## config.mk

```make
export PLATFORM = sky130hd
export DESIGN_NAME = chunked_ripple_adder
export DESIGN_NICKNAME = d
export VERILOG_FILES = /design/src/rtl/chunked_ripple_adder.sv
export SDC_FILE = /design/constraint.sdc
export NUM_CORES = 1
export LEC_CHECK = 0
export ABC_AREA = 0
export CAP_MARGIN = 20
export CELL_PAD_IN_SITES_DETAIL_PLACEMENT = 0
export CELL_PAD_IN_SITES_GLOBAL_PLACEMENT = 1
export CORE_ASPECT_RATIO = 0.6
export CORE_MARGIN = 3
export CORE_UTILIZATION = 35
export CTS_CLUSTER_DIAMETER = 60
export DETAILED_ROUTE_END_ITERATION = 12
export GPL_TIMING_DRIVEN = 0
export PLACE_DENSITY = 0.72
export SKIP_CTS_REPAIR_TIMING = 1
export SLEW_MARGIN = 20
export SYNTH_ARGS = -nofsm -noshare
export SYNTH_HDL_FRONTEND = slang
export SYNTH_SLANG_ARGS = --single-unit
```

## constraint.sdc

```tcl
create_clock -name i_clk -period 4.7 [get_ports i_clk]
set_clock_uncertainty 0.2 [all_clocks]
set_input_delay 0.94 -clock i_clk [delete_from_list [all_inputs] [get_ports i_clk]]
set_output_delay 0.94 -clock i_clk [all_outputs]
set_load 0.02 [all_outputs]
```

## src/rtl/chunked_ripple_adder.sv

```systemverilog
`default_nettype none
// ============================================================================
// Module   : chunked_ripple_adder
// Brief    : Multi-cycle ripple-carry adder/subtractor. Processes CHUNK bits
//            per clock through a row of full-adder cells and carries the
//            ripple carry across cycles in a register. Valid/ready handshake
//            on both sides, one operation in flight.
// Revision : 1.0 - initial release
// ============================================================================
module chunked_ripple_adder #(
    parameter int WIDTH = 8,
    parameter int CHUNK = 2
) (
    input  logic             i_clk,
    input  logic             i_rst_n,
    input  logic             i_valid,
    output logic             o_ready,
    input  logic [WIDTH-1:0] i_add_term1,
    input  logic [WIDTH-1:0] i_add_term2,
    input  logic             i_carry,
    input  logic             i_sub,
    output logic             o_valid,
    input  logic             i_ready,
    output logic [WIDTH:0]   o_result,
    output logic             o_overflow
);

    localparam int NCHUNK = WIDTH / CHUNK;
    localparam int CW     = (NCHUNK > 1) ? $clog2(NCHUNK) : 1;
    localparam logic [CW-1:0] c_LAST = CW'(NCHUNK - 1);

    // Reject illegal geometry at elaboration time
    if (WIDTH < 2 || CHUNK < 1 || CHUNK > WIDTH || (WIDTH % CHUNK) != 0) begin : g_bad_params
        $error("chunked_ripple_adder: illegal WIDTH=%0d / CHUNK=%0d", WIDTH, CHUNK);
    end

    typedef enum logic [1:0] {
        ST_IDLE = 2'd0,
        ST_RUN  = 2'd1,
        ST_DONE = 2'd2
    } state_t;

    state_t           r_state;
    logic [CW-1:0]    r_cnt;
    logic             r_carry;
    logic [WIDTH-1:0] r_a;
    logic [WIDTH-1:0] r_b;        // already inverted for subtraction
    logic [WIDTH-1:0] r_sum;      // internal partial sum, not visible outside
    logic [WIDTH:0]   r_result;   // output register, loaded on entry to DONE
    logic             r_overflow;
    logic             r_ready;
    logic             r_valid;

    logic [CHUNK-1:0] w_a_chunk;
    logic [CHUNK-1:0] w_b_chunk;
    logic [CHUNK-1:0] w_s;
    logic [CHUNK:0]   w_c;        // w_c[i] is the carry into bit i of the chunk
    logic [WIDTH-1:0] w_sum_next;

    // Operand slices for the chunk currently being processed
    assign w_a_chunk = r_a[r_cnt*CHUNK +: CHUNK];
    assign w_b_chunk = r_b[r_cnt*CHUNK +: CHUNK];
    assign w_c[0]    = r_carry;

    // One full-adder cell per bit of the chunk, carries rippling upward
    for (genvar i = 0; i < CHUNK; i++) begin : g_fa
        assign w_s[i]     = w_a_chunk[i] ^ w_b_chunk[i] ^ w_c[i];
        assign w_c[i + 1] = (w_a_chunk[i] & w_b_chunk[i])
                          | (w_c[i] & (w_a_chunk[i] ^ w_b_chunk[i]));
    end

    // Sum register with the current chunk merged in, so the final chunk can
    // be written straight to the output register in the same edge
    always_comb begin
        w_sum_next = r_sum;
        w_sum_next[r_cnt*CHUNK +: CHUNK] = w_s;
    end

    // Control FSM and datapath registers
    always_ff @(posedge i_clk or negedge i_rst_n) begin
        if (!i_rst_n) begin
            r_state    <= ST_IDLE;
            r_cnt      <= '0;
            r_carry    <= 1'b0;
            r_a        <= '0;
            r_b        <= '0;
            r_sum      <= '0;
            r_result   <= '0;
            r_overflow <= 1'b0;
            r_ready    <= 1'b1;
            r_valid    <= 1'b0;
        end else begin
            case (r_state)
                ST_IDLE: begin
                    if (i_valid) begin
                        r_a     <= i_add_term1;
                        r_b     <= i_sub ? ~i_add_term2 : i_add_term2;
                        r_carry <= i_sub ? 1'b1 : i_carry;
                        r_cnt   <= '0;
                        r_ready <= 1'b0;
                        r_state <= ST_RUN;
                    end
                end
                ST_RUN: begin
                    r_sum   <= w_sum_next;
                    r_carry <= w_c[CHUNK];
                    r_cnt   <= r_cnt + 1'b1;
                    if (r_cnt == c_LAST) begin
                        // Signed overflow: carry into MSB differs from carry out
                        r_result   <= {w_c[CHUNK], w_sum_next};
                        r_overflow <= w_c[CHUNK] ^ w_c[CHUNK-1];
                        r_valid    <= 1'b1;
                        r_state    <= ST_DONE;
                    end
                end
                ST_DONE: begin
                    if (i_ready) begin
                        r_valid <= 1'b0;
                        r_ready <= 1'b1;
                        r_state <= ST_IDLE;
                    end
                end
                default: begin
                    r_valid <= 1'b0;
                    r_ready <= 1'b1;
                    r_state <= ST_IDLE;
                end
            endcase
        end
    end

    assign o_ready    = r_ready;
    assign o_valid    = r_valid;
    assign o_result   = r_result;
    assign o_overflow = r_overflow;

endmodule
`default_nettype wire

```

## After elaboration in Yosys (flattened, before gate mapping)

Index checks and enable logic that the tools add are counted.

| storage, ports and cells | value |
|---|---|
| logic and storage cells | 61 |
| bits in registers | 41 |
| output and inout port bits | 12 |
| input port bits | 22 |

| operators by class | value |
|---|---|
| bitwise gates (word level) | 14 |
| mux-type cells | 17 |
| add/sub/neg operators | 2 |
| shifts and indexed selects | 4 |
| eq/ne operators | 6 |
| reduce and logical (&&, ||, !) cells | 8 |

Operators by type and width:

| operator | number |
|---|---|
| 3-bit negation with 34-bit output | 1 |
| 2-bit by 34-bit variable shift with 8-bit output (first input constant) | 1 |
| 2-bit by 34-bit variable part select with 8-bit output | 1 |
| 8-bit by 4-bit variable part select with 2-bit output | 2 |
| 3-bit AND reduction | 3 |
| 8-bit bitwise mux | 1 |
| 2-bit two-way mux | 4 |
| 8-bit two-way mux | 1 |
| 8-bit inverter | 1 |
| 1-bit two-way mux | 6 |
| 2-bit inequality test (second input constant) | 3 |
| 1-bit one-hot mux with 3 select lines | 2 |
| 2-bit one-hot mux with 3 select lines | 1 |
| 2-bit AND reduction | 3 |
| 1-bit XOR | 5 |
| 1-bit AND | 4 |
| 2-bit equality test (second input constant) | 2 |
| 2-bit one-hot mux with 2 select lines | 1 |
| 2-bit by 1-bit adder with 2-bit output (second input constant) | 1 |
| 2-bit by 1-bit equality test with 1-bit output (second input constant) | 1 |
| 2-bit zero test | 1 |
| 1-bit inverter | 2 |
| 1-bit bitwise OR | 2 |
| 1-bit one-hot mux with 2 select lines | 1 |
| 2-bit nonzero test | 1 |

## Depth between registers and ports, before layout

Gate-level depths: netlist of the first run.

| depth | value |
|---|---|
| depth in word-level cells | 7 |
| mapped depth | 7 |
| mapped depth without buffers | 5 |

## Least setup slack after synthesis of the first run

No wires, ideal clock.

| timing | value |
|---|---|
| path type | flip-flop to flip-flop |
| from | register r_cnt[0] |
| to | register r_result[5] (netlist: o_result[5]) |
| stages on the path, launching flop included | 8 |
| required time | 4.423 ns |
| arrival | 2.513 ns |
| setup slack | 1.909 ns |
| path buffers | 2 |
| period minus slack after synthesis | 2.791 ns |
| setup time | 0.077 ns |
| path through | dfrtp_1 > buf_2 > mux4_2 > fa_1 > fa_1 > buf_1 > a21oi_1 > a21oi_1 |

| on the way | value |
|---|---|
| word-level cells in the longest chain between the ends | 7 |
| elaborated cells on any way between the ends | 15 |
| classes of those cells | 1 x add/sub; 1 x eq/ne; 4 x shift; 1 x mux; 7 x bitwise; 1 x reduce/logical |

Ends and longest elaborated chain:

| element | line | RTL |
|---|---|---|
| from (decl) | 44 | `logic [CW-1:0] r_cnt;` |
| from (signal assigned) | 107 | `r_cnt <= r_cnt + 1'b1;` |
| 8-bit by 4-bit variable part select with 2-bit output, on equally long branches | 61, 62 |  |
| 1-bit XOR | 67, 69 |  |
| 1-bit AND | 69 | `\| (w_c[i] & (w_a_chunk[i] ^ w_b_chunk[i]));` |
| 1-bit bitwise OR | 69 |  |
| 1-bit XOR | 67 | `assign w_s[i] = w_a_chunk[i] ^ w_b_chunk[i] ^ w_c[i];` |
| 2-bit by 34-bit variable part select with 8-bit output | 76 | `w_sum_next[r_cnt*CHUNK +: CHUNK] = w_s;` |
| 8-bit bitwise mux | 76 |  |
| to (signal assigned) | 110 | `r_result <= {w_c[CHUNK], w_sum_next};` |
| to (decl) | 49 | `logic [WIDTH:0] r_result;` |

Several ways; a longest one is shown, not always the timed one.
A chain may end at the register's enable or synchronous reset.

## Worst setup path in the final report of the first run

Same ends and word-level chain as after synthesis.

==> impl_metrics.toml, run 1 <==
[logic_synthesis]
ys_seq_area_share_pct = 50.6
synthFlopType = "dfrtp_1"
syn-num-nets = 221
syn_avg_cell_area_um2 = 10.6
synth_edf_count = 0
synth.distinct_cells = 30
syn-cell-area_um2 = 2030
synth-async-reset-ratio_pct = 100
syn-instance-count = 191
ys_ff_latch = 41
yosys_warnings = 0

[place]
routabilityCongestion = 0.791
io_buffer_count = 32
dpl.hpwl_um = 3010
placed_cells = 301
place_ws_ns = 1.56

[timing]
drv_slew = 0
setup_tns_ns = 0
slew_headroom_pct = 56.4
rsz0062_at_grt = "false"
layout_setup_ws_ns = 1.58
period_minus_slack_ns = 3.12
finalHoldViolCount = 0
tightest_slew_ns = 0.646
fmax_ghz = 0.321
period_share_pct = 66.3
final-setup-viol-count = 0

[critical_path]
crit_type = "register to register"
slowest_stage = "mux4_2"
crit_arrival_ns = 3.12
worstSetupStartpointType = "register"
setup.worst_path.end_class = "register"
required_ns = 4.71
crit_path_cell_trace = "buf_2, mux4_2, fa_1, fa_1, buf_1, a21oi_1, a21oi_1"
slowest_delay_ns = 0.55
crit_fanout = 10
r2r_start = "r_cnt[0]"
crit_start = "r_cnt[0]"

[clocking]
path_clk_slew_ns = 0.08
h-tree-depth = 2
cts_buffers = 5
clkSinkCount = 41
cts_tree = "built"
cts_buffer_depth = 2
cts_root_buffer = "clkbuf_8"
clock_latency_ns = 0.28

[floorplan]
row_count = 20
initial_core_util_pct = 38.1
fp.dieH_um = 65.0
core_um2 = 5330
dieArea_um2 = 6770
io-pin-count = 34
fp.dieW_um = 104

[final_layout]
fin_util_pct = 48.3
antenna_cells = 0
final_cell_mix = "40 x nand2_1, 40 x dfrtp_1, 31 x clkdlybuf4s50_1"
drive_gt1_share_pct = 12.5
layout.nets = 261
stdcell_count = 309
layout-area-overhead-vs-synth_pct = 27.0

[global_routing]
grt_max_degree = 32
grt_pass1_vias = 1476
grt.total_usage_pct = 13.1
grt_pass1_wl_um = 7050
grt-ovfl-total = 0
antenna_found_initial = 0

[power]
power_uw = 1860
p_per_area_nw_per_um2 = 722
p_leak_uw = 0.00112
ir_drop_mv = 0.334

[route]
wl_per_cell_um = 12.9
via_per_inst = 4.77
drtAntennaViolNets = 0
drc = 0
routed_wl_um = 4000
drtIter0Drc = 56
num_vias = 1475
dr.pass1.iters = 4

[flow_run]
cap_violations = 0

[outcome]
status = "completed"

[hold_path]
min_from = "r_a[0]"
hold_path_class = "register to register"
==> cells by family (layout without fill, tap and decap cells) <==
kind of cell / Yosys count / after routing / synth area share, %
multiplexers: 5 / 5 / 5.00
buffers and inverters: 15 / 56 / 4.50
adder cells (fa/ha/maj): 8 / 8 / 5.68
flip-flops: 41 / 41 / 50.6
XOR/XNOR: 9 / 9 / 3.89
AO/OA/AOI/OAI: 42 / 42 / 13.3
AND/OR/NAND/NOR: 71 / 71 / 17.0
==> cell type report <==
class                           count  area (µm²)
Fill cell                         539        2750
Sequential cell                    41        1030
Multi-Input combinational cell    135         910
Timing Repair Buffer               33         335
Tap cell                           77        96.3
Clock buffer                        7        86.3
Buffer                             12        80.1
Clock inverter                      1        30.0
Inverter                            3        11.3
==> critical path: cells and delay by family (launching register included) <==
| family | cells | cell delay, ns |
|---|---|---|
| buffers and inverters | 2 | 0.61 |
| multiplexers | 1 | 0.55 |
| flip-flops | 1 | 0.43 |
| adder cells (fa/ha/maj) | 2 | 0.95 |
| AO/OA/AOI/OAI | 2 | 0.29 |
==> stage by stage <==
stage	hold slack (ns)	area (µm²)
after floorplan	0.239	2030
after global placement	0.260	2440
after detailed placement	0.263	2460
after CTS	0.281	2580
after global routing	0.298	2580
final	0.276	2580
==> synthesized netlist by cell type (4+ instances only) <==
master	count	area [µm²]
ha_1	6	75.1
nor2_1	11	41.3
a21oi_1	19	95.1
a32o_1	8	80.1
nor2b_1	9	56.3
buf_2	4	20.0
mux4_2	4	90.1
o21ai_1	5	25.0
nand2_1	40	150
dfrtp_1	40	1000
buf_6	4	45.0
xnor2_1	9	78.8
o21ai_0	4	20.0
==> metal layers <==
layer	vias up	GRT usage (%)	routed length [µm]
met5	-	0	0
met4	0	3.48	17
met3	4	3.78	163
met2	26	19.1	1660
met1	708	19.0	2150
li1	737	-	-
==> power breakdown <==
group / total (µW) / internal [µW] / switching, µW
registers: 612 / 515 / 97.8
logic: 959 / 424 / 535
clock network: 288 / 173 / 115
==> sequential cells by signal, summed over array words and instances, names as in the netlist <==
name,count
o_result,9
r_carry,1
r_a,8
o_ready,1
r_state,2
o_valid,1
o_overflow,1
r_b,8
r_cnt,2
r_sum,8
==> worst paths after layout <==
path	end	slack [ns]	cells after the start
setup / recovery	o_result[5]	1.58	7
min in group asynchronous	o_result[6]	0.32	1
hold reg to reg	r_a[0]	0.28	2
hold / removal	r_a[0]	0.28	2
setup reg to reg	o_result[5]	1.58	7
max in group asynchronous	r_a[5]	3.54	2
Note: power is estimated with default switching activity, not from simulation.
==> run 2, diff against run 1 <==
==> constraint.sdc (replaced) <==
create_clock -name i_clk -period 3.25 [get_ports i_clk]
set_clock_uncertainty 0.2 [all_clocks]
set_input_delay 0.65 -clock i_clk [delete_from_list [all_inputs] [get_ports i_clk]]
set_output_delay 0.65 -clock i_clk [all_outputs]
set_load 0.02 [all_outputs]
==> impl_metrics.toml, run 2 (synthesis gave the netlist of run 1 again) <==
[final_layout]
antenna_cells = 0
fin_util_pct = 48.3
layout.nets = 260
drive_gt1_share_pct = 12.6
final_cell_mix = "40 x nand2_1, 40 x dfrtp_1, 31 x clkdlybuf4s50_1"
seqCellArea_um2 = 1030
num-fill-cells = 541
multi_input_area_um2 = 910
stdcell_count = 308
layout-area-overhead-vs-synth_pct = 26.8
largest_reg_flops = 9

[clocking]
clkSinkCount = 41
cts_root_buffer = "clkbuf_8"
h-tree-depth = 2
clock_latency_ns = 0.28
cts_buffers = 5
path_clk_slew_ns = 0.08
cts_buffer_depth = 2
cts_tree = "built"

[floorplan]
row_count = 20
io-pin-count = 34
fp.dieW_um = 104
dieArea_um2 = 6770
fp.dieH_um = 65.0
core_um2 = 5330
initial_core_util_pct = 38.1

[flow_run]
cap_violations = 0

[critical_path]
crit_type = "register to register"
crit_fanout = 10
worstSetupStartpointType = "register"
ff2ff_setup_slack_ns = 0.25
r2r_start = "r_cnt[0]"
crit_arrival_ns = 3.01
worstRegToRegCells = 6
r2r-end = "o_result[5]"
setup.worst_path.end_class = "register"
crit_start = "r_cnt[0]"
required_ns = 3.26

[route]
drtAntennaViolNets = 0
via_per_inst = 4.79
dr.pass1.iters = 4
num_vias = 1474
routed_wl_um = 4000
drtIter0Drc = 42
drc = 0
wl_per_cell_um = 13.0

[timing]
tightest_slew_ns = 0.655
finalHoldViolCount = 0
drv_slew = 0
final-setup-viol-count = 0
rsz0062_at_grt = "false"
period_share_pct = 92.3
slew_headroom_pct = 56.2
fmax_ghz = 0.333
period_minus_slack_ns = 3.00
setup_tns_ns = 0

[place]
routabilityCongestion = 0.791
placed_cells = 301
dpl.hpwl_um = 3010
io_buffer_count = 32

[global_routing]
grt.total_usage_pct = 13.1
grt_pass1_vias = 1476
grt-ovfl-total = 0
antenna_found_initial = 0
grt_max_degree = 32
grt_pass1_wl_um = 7050

[hold_path]
hold_path_class = "input port to asynchronous set/reset pin"

[power]
p_per_area_nw_per_um2 = 1050
ir_drop_mv = 0.464
p_leak_uw = 0.00112

[outcome]
status = "completed"
-- run 2: cell types whose count changed in the layout (fill, tap and decap cells not counted) --
cell,previous run,this run
buf_1,2,1
-- run 2: through the flow --
| stage | worst slack [ns] | power (µW) | hold WS (ns) | instance area, µm² |
|---|---|---|---|---|
| after floorplan | 0.459 | 1850 | 0.154 | 2030 |
| after global placement | 0.118 | 2300 | 0.260 | 2440 |
| after detailed placement | 0.115 | 2300 | 0.263 | 2460 |
| after CTS | 0.104 | 2730 | 0.0325 | 2580 |
| after global routing | 0.0263 | 2950 | 0.0330 | 2570 |
| final | 0.250 | 2700 | 0.0331 | 2570 |
-- run 2: worst max-delay path: stages (launching register included) --
cell	delay, ns
dfrtp_1	0.43
buf_2	0.29
mux4_2	0.55
fa_1	0.46
fa_1	0.71
a21oi_1	0.11
a21oi_1	0.17
-- run 2: where the power goes --
part	internal [µW]	switching [µW]	total [µW]	leakage (µW)
Sequential	744	141	885	0.000509
Combinational	626	768	1390	0.000555
Clock	250	167	417	0.0000585
-- run 2: layer usage --
metal,track usage (%),vias up,wire (µm)
met5,0,-,0
met4,3.48,0,17
met3,3.78,4,165
met2,19.1,26,1670
met1,19.0,709,2140
li1,-,735,-
-- run 2: worst max-delay path by stage --
stage                  endpoint  slack, ns  cells past startpoint
floorplan           o_result[5]       0.46                      7
global placement    o_result[5]       0.12                      7
detailed placement  o_result[5]       0.11                      7
CTS                 o_result[5]       0.10                      7
global route        o_result[5]       0.03                      6
finish              o_result[5]       0.25                      6
-- run 2: cell type report --
| cell class | count | share of cell area (%) |
|---|---|---|
| Clock inverter | 1 | 1.17 |
| Buffer | 11 | 2.97 |
| Tap cell | 77 | 3.75 |
| Multi-Input combinational cell | 135 | 35.4 |
| Clock buffer | 7 | 3.36 |
| Timing Repair Buffer | 33 | 13.0 |
| Sequential cell | 41 | 39.9 |
| Inverter | 3 | 0.438 |
